--- src/rtl/ram_param_pkg.sv ---
// Shared types and helpers for the parametrised single-port RAM.
// The clear-engine state encoding lives here so the controller and any future users agree on it.
package ram_param_pkg;

  typedef enum logic {
    ST_IDLE  = 1'b0,
    ST_CLEAR = 1'b1
  } clr_state_e;

  // Range check done at 32 bits so non-power-of-two depths compare cleanly.
  function automatic logic addr_in_range(input int unsigned addr, input int unsigned depth);
    return addr < depth;
  endfunction

endpackage

--- src/rtl/ram_param_if.sv ---
// Access port bundle for ram_param: request signals from the master, read/status back from the RAM.
interface ram_param_if #(
  parameter int WIDTH = 16,
  parameter int AW    = 6
) ();

  logic             clear;
  logic [AW-1:0]    addr;
  logic [WIDTH-1:0] data_in;
  logic             we;
  logic             re;
  logic [WIDTH-1:0] data_out;
  logic             rd_valid;
  logic             addr_err;
  logic             busy;

  modport master (
    output clear, addr, data_in, we, re,
    input  data_out, rd_valid, addr_err, busy
  );

  modport slave (
    input  clear, addr, data_in, we, re,
    output data_out, rd_valid, addr_err, busy
  );

endinterface

--- src/rtl/ram_clear_ctrl.sv ---
// Clear engine: walks clr_ptr over every word once, writing the init value, after reset or on request.
module ram_clear_ctrl
  import ram_param_pkg::*;
#(
  parameter  int DEPTH = 64,
  localparam int AW    = $clog2(DEPTH)
) (
  input  logic          clk,
  input  logic          reset,
  input  logic          clear,
  output logic          busy,
  output logic          clr_we,
  output logic [AW-1:0] clr_addr
);

  localparam logic [AW-1:0] LAST_PTR = AW'(DEPTH - 1);

  clr_state_e    state_q, state_d;
  logic [AW-1:0] ptr_q, ptr_d;

  always_ff @(posedge clk or posedge reset) begin
    if (reset) begin
      state_q <= ST_CLEAR;
      ptr_q   <= '0;
    end else begin
      state_q <= state_d;
      ptr_q   <= ptr_d;
    end
  end

  // A clear request in either state restarts the sweep from word 0.
  always_comb begin
    state_d = state_q;
    ptr_d   = ptr_q;
    case (state_q)
      ST_IDLE: begin
        if (clear) begin
          state_d = ST_CLEAR;
          ptr_d   = '0;
        end
      end
      ST_CLEAR: begin
        if (clear) begin
          ptr_d = '0;
        end else if (ptr_q == LAST_PTR) begin
          state_d = ST_IDLE;
          ptr_d   = '0;
        end else begin
          ptr_d = ptr_q + 1'b1;
        end
      end
      default: begin
        state_d = ST_CLEAR;
        ptr_d   = '0;
      end
    endcase
  end

  assign busy     = (state_q == ST_CLEAR);
  assign clr_we   = (state_q == ST_CLEAR);
  assign clr_addr = ptr_q;

endmodule

--- src/rtl/ram_param.sv ---
// Parametrised single-port synchronous RAM with registered read, range checking and a clear engine.
// The clear engine and the user port share one array write port; the clear port has priority.
module ram_param
  import ram_param_pkg::*;
#(
  parameter  int               WIDTH      = 16,
  parameter  int               DEPTH      = 64,
  parameter  logic [WIDTH-1:0] INIT_VALUE = '0,
  localparam int               AW         = $clog2(DEPTH)
) (
  input logic        clk,
  input logic        reset,
  ram_param_if.slave bus
);

  logic [WIDTH-1:0] mem [0:DEPTH-1];

  logic             busy;
  logic             clr_we;
  logic [AW-1:0]    clr_addr;
  logic             in_range;
  logic             accept;
  logic             wr_en;
  logic [AW-1:0]    wr_addr;
  logic [WIDTH-1:0] wr_data;

  ram_clear_ctrl #(.DEPTH(DEPTH)) u_clear_ctrl (
    .clk      (clk),
    .reset    (reset),
    .clear    (bus.clear),
    .busy     (busy),
    .clr_we   (clr_we),
    .clr_addr (clr_addr)
  );

  assign in_range = addr_in_range(32'(bus.addr), DEPTH);
  assign accept   = !busy;

  always_comb begin
    wr_en   = 1'b0;
    wr_addr = bus.addr;
    wr_data = bus.data_in;
    if (clr_we) begin
      wr_en   = 1'b1;
      wr_addr = clr_addr;
      wr_data = INIT_VALUE;
    end else if (accept && bus.we && in_range) begin
      wr_en   = 1'b1;
    end
  end

  always_ff @(posedge clk) begin
    if (wr_en) begin
      mem[wr_addr] <= wr_data;
    end
  end

  // Read-first: the read samples the array before this edge's write lands.
  always_ff @(posedge clk or posedge reset) begin
    if (reset) begin
      bus.data_out <= '0;
      bus.rd_valid <= 1'b0;
      bus.addr_err <= 1'b0;
    end else begin
      bus.rd_valid <= accept && bus.re;
      bus.addr_err <= accept && (bus.we || bus.re) && !in_range;
      if (accept && bus.re) begin
        bus.data_out <= in_range ? mem[bus.addr] : '0;
      end
    end
  end

  assign bus.busy = busy;

endmodule

--- src/flat_wrapper.sv ---
// flat-port wrapper written by rule: the top's interface ports become plain ports
module ram_param_flat import ram_param_pkg::*;
#(
  parameter  int               WIDTH      = 16,
  parameter  int               DEPTH      = 64,
  parameter  logic [WIDTH-1:0] INIT_VALUE = '0,
  localparam int               AW         = $clog2(DEPTH)
)
  (clk, reset, bus_clear, bus_addr, bus_data_in, bus_we, bus_re, bus_data_out, bus_rd_valid, bus_addr_err, bus_busy);
  ram_param_if #(.WIDTH(WIDTH), .AW(6)) bus_i ();
  input logic clk;
  input logic reset;
  input wire logic [$bits(bus_i.clear)-1:0] bus_clear;
  input wire logic [$bits(bus_i.addr)-1:0] bus_addr;
  input wire logic [$bits(bus_i.data_in)-1:0] bus_data_in;
  input wire logic [$bits(bus_i.we)-1:0] bus_we;
  input wire logic [$bits(bus_i.re)-1:0] bus_re;
  output wire logic [$bits(bus_i.data_out)-1:0] bus_data_out;
  output wire logic [$bits(bus_i.rd_valid)-1:0] bus_rd_valid;
  output wire logic [$bits(bus_i.addr_err)-1:0] bus_addr_err;
  output wire logic [$bits(bus_i.busy)-1:0] bus_busy;
  assign bus_i.clear = bus_clear;
  assign bus_i.addr = bus_addr;
  assign bus_i.data_in = bus_data_in;
  assign bus_i.we = bus_we;
  assign bus_i.re = bus_re;
  assign bus_data_out = bus_i.data_out;
  assign bus_rd_valid = bus_i.rd_valid;
  assign bus_addr_err = bus_i.addr_err;
  assign bus_busy = bus_i.busy;
  ram_param #(.WIDTH(WIDTH), .DEPTH(DEPTH), .INIT_VALUE(INIT_VALUE)) u_core (.clk(clk), .reset(reset), .bus(bus_i));
endmodule
--- config.mk ---
export PLATFORM = sky130hd
export DESIGN_NAME = ram_param_flat
export DESIGN_NICKNAME = d
export VERILOG_FILES = /design/src/rtl/ram_param_pkg.sv /design/src/rtl/ram_param_if.sv /design/src/rtl/ram_clear_ctrl.sv /design/src/rtl/ram_param.sv /design/src/flat_wrapper.sv
export SDC_FILE = /design/constraint.sdc
export NUM_CORES = 1
export LEC_CHECK = 0
export BUFFER_PORTS_ARGS = -buffer_cell sky130_fd_sc_hd__buf_2
export CORE_ASPECT_RATIO = 0.75
export CORE_MARGIN = 2
export CORE_UTILIZATION = 50
export CTS_BUF_LIST = sky130_fd_sc_hd__clkbuf_4 sky130_fd_sc_hd__clkbuf_8
export DETAILED_ROUTE_END_ITERATION = 12
export GPL_ROUTABILITY_DRIVEN = 0
export PLACE_DENSITY_LB_ADDON = 0.05
export SETUP_SLACK_MARGIN = 0.2
export SYNTH_ARGS = -nofsm -noshare
export SYNTH_HDL_FRONTEND = slang
export SYNTH_SLANG_ARGS = --single-unit
--- constraint.sdc ---
create_clock -name clk -period 6.2 [get_ports clk]
set_input_delay 0.62 -clock clk [delete_from_list [all_inputs] [get_ports clk]]
set_output_delay 0.62 -clock clk [all_outputs]
set_load 0.03 [all_outputs]
### Word-level counts from Yosys, hierarchy flattened

Memory sizes are Yosys's and may differ from the RTL's. A register that Yosys moved wholly into a read port is not among the register bits.
Index checks and enable logic that the tools add are counted.

| word-level totals | value |
|---|---|
| memories | 1 |
| RAM bits | 1024 |
| flip-flop bits (word level) | 8 |
| logic and storage cells | 25 |

Memories:

| memory | words | bits a word | rd ports | clocked after Yosys merged registers in | write ports | RTL line | source |
|---|---|---|---|---|---|---|---|
| u_core.mem | 64 | 16 | 1 | 1 | 1 | ram_param.sv:16 | `logic [WIDTH-1:0] mem [0:DEPTH-1];` |

| operators by class | value |
|---|---|
| bitwise operators | 1 |
| add/subtract/negate cells | 1 |
| equal/unequal tests | 2 |
| mux-type cells | 14 |
| reduce and logical (&&, ||, !) cells | 3 |

Operators with widths:

| kind | count |
|---|---|
| 6-bit 2-to-1 mux | 4 |
| 16-bit 2-to-1 mux | 1 |
| 6-bit one-hot mux with 2 select lines | 1 |
| 1-bit 2-to-1 mux | 7 |
| 6-bit by 1-bit adder with 6-bit output, second input constant | 1 |
| 6-bit == test, second input constant | 1 |
| 1-bit logical AND | 2 |
| 2-bit inequality test, second input constant | 1 |
| 1-bit one-hot mux with 2 select lines | 1 |
| 1-bit zero test | 1 |
| 1-bit NOT | 1 |

### Depth between registers and ports, before layout

| depth | value |
|---|---|
| word-level depth | 6 |
| gate-level depth with buffers | 10 |

### Cells and area by module

Synthesis repeated with hierarchy kept, for this count alone.

| unflattened totals | value |
|---|---|
| cell total of the unflattened synthesis | 1932 |
| area total of the unflattened synthesis | 40427.5 µm² |

Modules (own cells, without submodules):

| module | area an instance (µm²) | sequential area each (µm²) | instances | cells an instance |
|---|---|---|---|---|
| ram_param | 40055.9 | 31174.9 | 1 | 1896 |
| ram_clear_ctrl | 371.6 | 176.4 | 1 | 36 |

### Worst setup path before layout

No wires, ideal clock.

| timing | value |
|---|---|
| path kind | reg2reg |
| start | register u_core.u_clear_ctrl.state_q, in the netlist u_core.u_clear_ctrl.busy |
| end | memory u_core.mem[0][0] (data pin) |
| arrival | 2.613 ns |
| path slack | 3.073 ns |
| buffers on the path | 3 |
| stages on the path, launching flop included | 5 |
| library setup time | 0.514 ns |
| cell sequence | dfstp_2 > buf_2 > buf_1 > clkbuf_1 > nor2b_1 |

| on the way | value |
|---|---|
| word-level cells in the longest chain between the ends | 1 |

Ends and longest elaborated chain:

| what | RTL line | source |
|---|---|---|
| from (decl) | ram_clear_ctrl.sv:18 | `clr_state_e state_q, state_d;` |
| from (signal assigned) | ram_clear_ctrl.sv:26 | `state_q <= state_d;` |
| 16-bit 2-to-1 mux | ram_param.sv:43 | `if (clr_we) begin` |
| net u_core.wr_data[0] | ram_param.sv:25 | `logic [WIDTH-1:0] wr_data;` |
| to (decl) | ram_param.sv:16 |  |

The timed path passes the listed nets, and every way through them passes these cells.

### Final worst setup path

| timing | value |
|---|---|
| start | register u_core.u_clear_ctrl.state_q, in the netlist u_core.u_clear_ctrl.busy |
| end | register u_core.bus.data_out[10] (read register of u_core.mem) |

| on the way | value |
|---|---|
| word-level cells in the longest chain between the ends | 2 |

Ends and longest elaborated chain:

| what | RTL line | source |
|---|---|---|
| 1-bit zero test | ram_param.sv:37 | `assign accept = !busy;` |
| 1-bit logical AND | ram_param.sv:67 | `if (accept && bus.re) begin` |
| to (decl) | ram_param_if.sv:24 | `output data_out, rd_valid, addr_err, busy` |

No other way between the ends.
A chain may end at the register's enable or synchronous reset.

==> key figures <==
Status
  – Outcome: complete, no violations

Clock network
  – Max Root-Sink Buffers: 3
  – Clk sinks: 1,048
  – CTS tree: yes
  – Root buffer cell: clkbuf_8
  – H-tree depth: 4
  – Clock Latency Late Sink: between 800 and 900 ps
  – Clock slew at reported path FFs: 70 ps
  – CTS Buf Count: 160

Timing
  – Worst-margin pin slew: 1110 ps
  – Fmax: 0.271 GHz
  – Setup TNS: 0 ps
  – Pins Over Slew Limit: 0
  – Final hold slack: 86.6 ps
  – Clock Skew: 33.6 ps
  – Period utilization: 0.595
  – RSZ-0062 raised after global routing: no
  – Fin. Hold Viols: 0
  – Tmin final: 3690 ps
  – Slew margin rel.: 0.259
  – Finish-stage setup viols: 0

Synth
  – Post-synth EDFFs: 1,024
  – Most used DFF post-synth: edfxtp_1
  – Cell variety after synth: 47
  – #FFs+latches synth: 1,048
  – Mapped Cells: 1,929
  – Register area share after synthesis: 0.777
  – Yosys top cell area share: 0.762
  – YS warnings: 0
  – Area of the mapped netlist: 40,400 µm²
  – Area leader, netlist: edfxtp_1
  – Synth top area cells: edfxtp_1, mux4_2, mux2i_1
  – Synth async-reset ratio: 0.0229
  – Mapped Nets: 1,957
  – Mean post-synth cell area: between 20 and 25 µm²

Setup path
  – CP delay by family, top: simple AND/OR/NAND/NOR gates
  – Crit path to: u_core.bus.data_out[10]
  – WS Path Type: reg -> reg
  – Worst r2r src: u_core.u_clear_ctrl.busy
  – FF-to-FF End: u_core.bus.data_out[10]
  – Worst R2R Path Depth: 8
  – Worst Setup SP: u_core.u_clear_ctrl.busy
  – Critical path's slowest cell: nand2_1
  – Worst path bufs/invs: 3
  – Critical path arrival: 4390 ps
  – Critical path cell sequence: buf_4 -> inv_1 -> nand2_1 -> inv_1 -> nand2_1 -> or3_1 -> a211oi_1 -> a221o_1
  – WP depth: 8
  – Required @ worst endpoint: 6900 ps
  – Slowest stage delay, CP: 620 ps
  – Setup crit end kind: flop
  – Worst Setup Start Kind: flop
  – Crit path max fanout: 47
  – Worst reg-to-reg setup slack: 2510 ps

Place
  – Final HPWL DP: 55,700 µm
  – # port buffers: 44

GRT
  – Gr busiest metal: met1
  – GRT overflow: 0
  – Grt met1 use: 0.376
  – Met2 Use GR: 0.332
  – GR Util met3: 0.0773
  – First-pass GRT wire length: around 140,000 µm
  – Largest net degree at the start of global routing: 83
  – GRT Total Usage: 0.242
  – Vias in the first global route: 19.8k
  – Antenna violations before repair: 4

Power
  – PD cells: slightly above 300 nW/µm²
  – Peak VDD IR: approximately 0.19 mV
  – Overall power: between 10 and 15 mW
  – Leak: around 15 nW

Route
  – ANT nets after route: 0
  – DR pass1 iterations: 6
  – Vias per inst: 6.05
  – WL/cell: 30.0 µm
  – DR iter-0 viols: 2,437
  – Post-route DRC violation count: 0
  – Via count: 20.0k
  – Final WL: 99,000 µm

Floorplan
  – Die Ht: around 250 µm
  – Die area: slightly above 80,000 µm²
  – Starting Density: 0.503
  – Die W: around 330 µm
  – Std-Cell Core Area: 80,200 µm²
  – Boundary Pins: 46
  – Site row count: 90

Run
  – Max-cap violations: 0

Finish
  – Nets: about 2.1k
  – Most frequent cells in the layout: edfxtp_1, mux4_2, clkbuf_8, mux2i_1, a22oi_1
  – Most common cell after layout, fill and taps aside: edfxtp_1
  – Fraction of layout cells with a size suffix above 1: 0.273
  – Area growth from synthesis to layout: 12.3%
  – Fin util: 0.565
  – Footprint of the multi-input gates: 8580 µm²
  – Register area: 31,400 µm²
  – Fill cells: 6,023

Hold path
  – Worst Hold Class: in -> async
[cells by family (layout without fill, tap and decap cells)]
kind of cell,count (synthesis),after routing,share of synthesized area
adder cells (fa/ha/maj),1,1,0.000310
other,1,6,0.0000929
multiplexers,340,340,0.144
XOR/XNOR,2,2,0.000434
AND/OR/NAND/NOR,227,227,0.0277
buffers and inverters,115,421,0.0151
flip-flops,1048,1048,0.777
AO/OA/AOI/OAI,195,195,0.0357
[synthesized netlist by cell type (2+ instances only)]
library cell / count
xor2_1: 2
mux4_2: 192
buf_4: 5
mux2_2: 2
nand3_1: 37
nand4_1: 17
dfrtp_1: 23
edfxtp_1: 1024
o21a_1: 3
and2_1: 16
nand2b_1: 5
inv_1: 5
clkbuf_1: 44
nor2_1: 79
nor2b_1: 19
buf_6: 8
or3b_2: 2
o21ai_0: 8
o22ai_1: 32
buf_1: 3
buf_8: 2
nor3b_1: 2
a211oi_1: 30
or3_1: 18
a21oi_1: 2
a22oi_1: 97
nand2_1: 27
mux2i_1: 146
a221o_1: 16
buf_2: 46
[layout make-up]
| cell class | instances | area share |
|---|---|---|
| diodes | 5 | 0.000276 |
| clock buffers | 229 | 0.0615 |
| clock inverters | 49 | 0.00604 |
| inverters | 5 | 0.000414 |
| multi-input cells | 766 | 0.189 |
| flip-flops and latches | 1048 | 0.692 |
| well taps | 1058 | 0.0292 |
| repair buffers | 138 | 0.0218 |
[worst register-to-register path: cells and delay by family (launching register included)]
family,cells,cell delay (ps)
buffers and inverters,3,1100
AOI/OAI and AO/OA,2,440
and+or+nand+nor,3,1520
DFF,1,510
[worst min path at each step]
| stage | cells past startpoint | startpoint | endpoint |
|---|---|---|---|
| global route | 2 | reset | u_core.bus.data_out[15] |
| global placement | 1 | u_core.u_clear_ctrl.clr_addr[3] | u_core.u_clear_ctrl.clr_addr[3] |
| finish | 2 | reset | u_core.u_clear_ctrl.clr_addr[4] |
| detailed placement | 1 | u_core.u_clear_ctrl.clr_addr[3] | u_core.u_clear_ctrl.clr_addr[3] |
| floorplan | 1 | u_core.u_clear_ctrl.clr_addr[3] | u_core.u_clear_ctrl.clr_addr[3] |
| CTS | 2 | reset | u_core.u_clear_ctrl.clr_addr[4] |
[routing by layer]
metal,wire length [µm],share of wire
met1,45600,0.46
met2,42100,0.43
met3,9780,0.099
met4,1520,0.015
met5,13,0.00013
[sequential cells by signal, summed over array words and instances (netlist names)]
name / count
u_core.u_clear_ctrl.busy: 1
u_core.mem: 1024
u_core.u_clear_ctrl.clr_addr: 6
u_core.bus.data_out: 16
u_core.bus.rd_valid: 1
[where the power goes]
part           internal, mW  total (mW)  leakage (nW)  switching (mW)
clock network          2.96        5.52          1.63            2.56
registers              7.70        7.71          9.86          0.0127
logic                 0.211       0.533          3.64           0.322
total                  10.9        13.8          15.1            2.89
[through the flow]
step,setup WS [ps],std cells,cell area [µm²]
3_3_place_gp,2260,3014,42300
6_report,2510,3298,45300
4_1_cts,2550,3293,45300
2_1_floorplan,3070,1929,40400
5_1_grt,2330,3294,45300
3_5_place_dp,2230,3014,42300
[repair_timing]
item / in CTS / in global routing
gates resized for setup: 0 / 0
hold buffers: 1 / 0
hold endpoints to repair: 6 / 0
setup buffers: 0 / 0
Power figures use the tool's default switching activity.
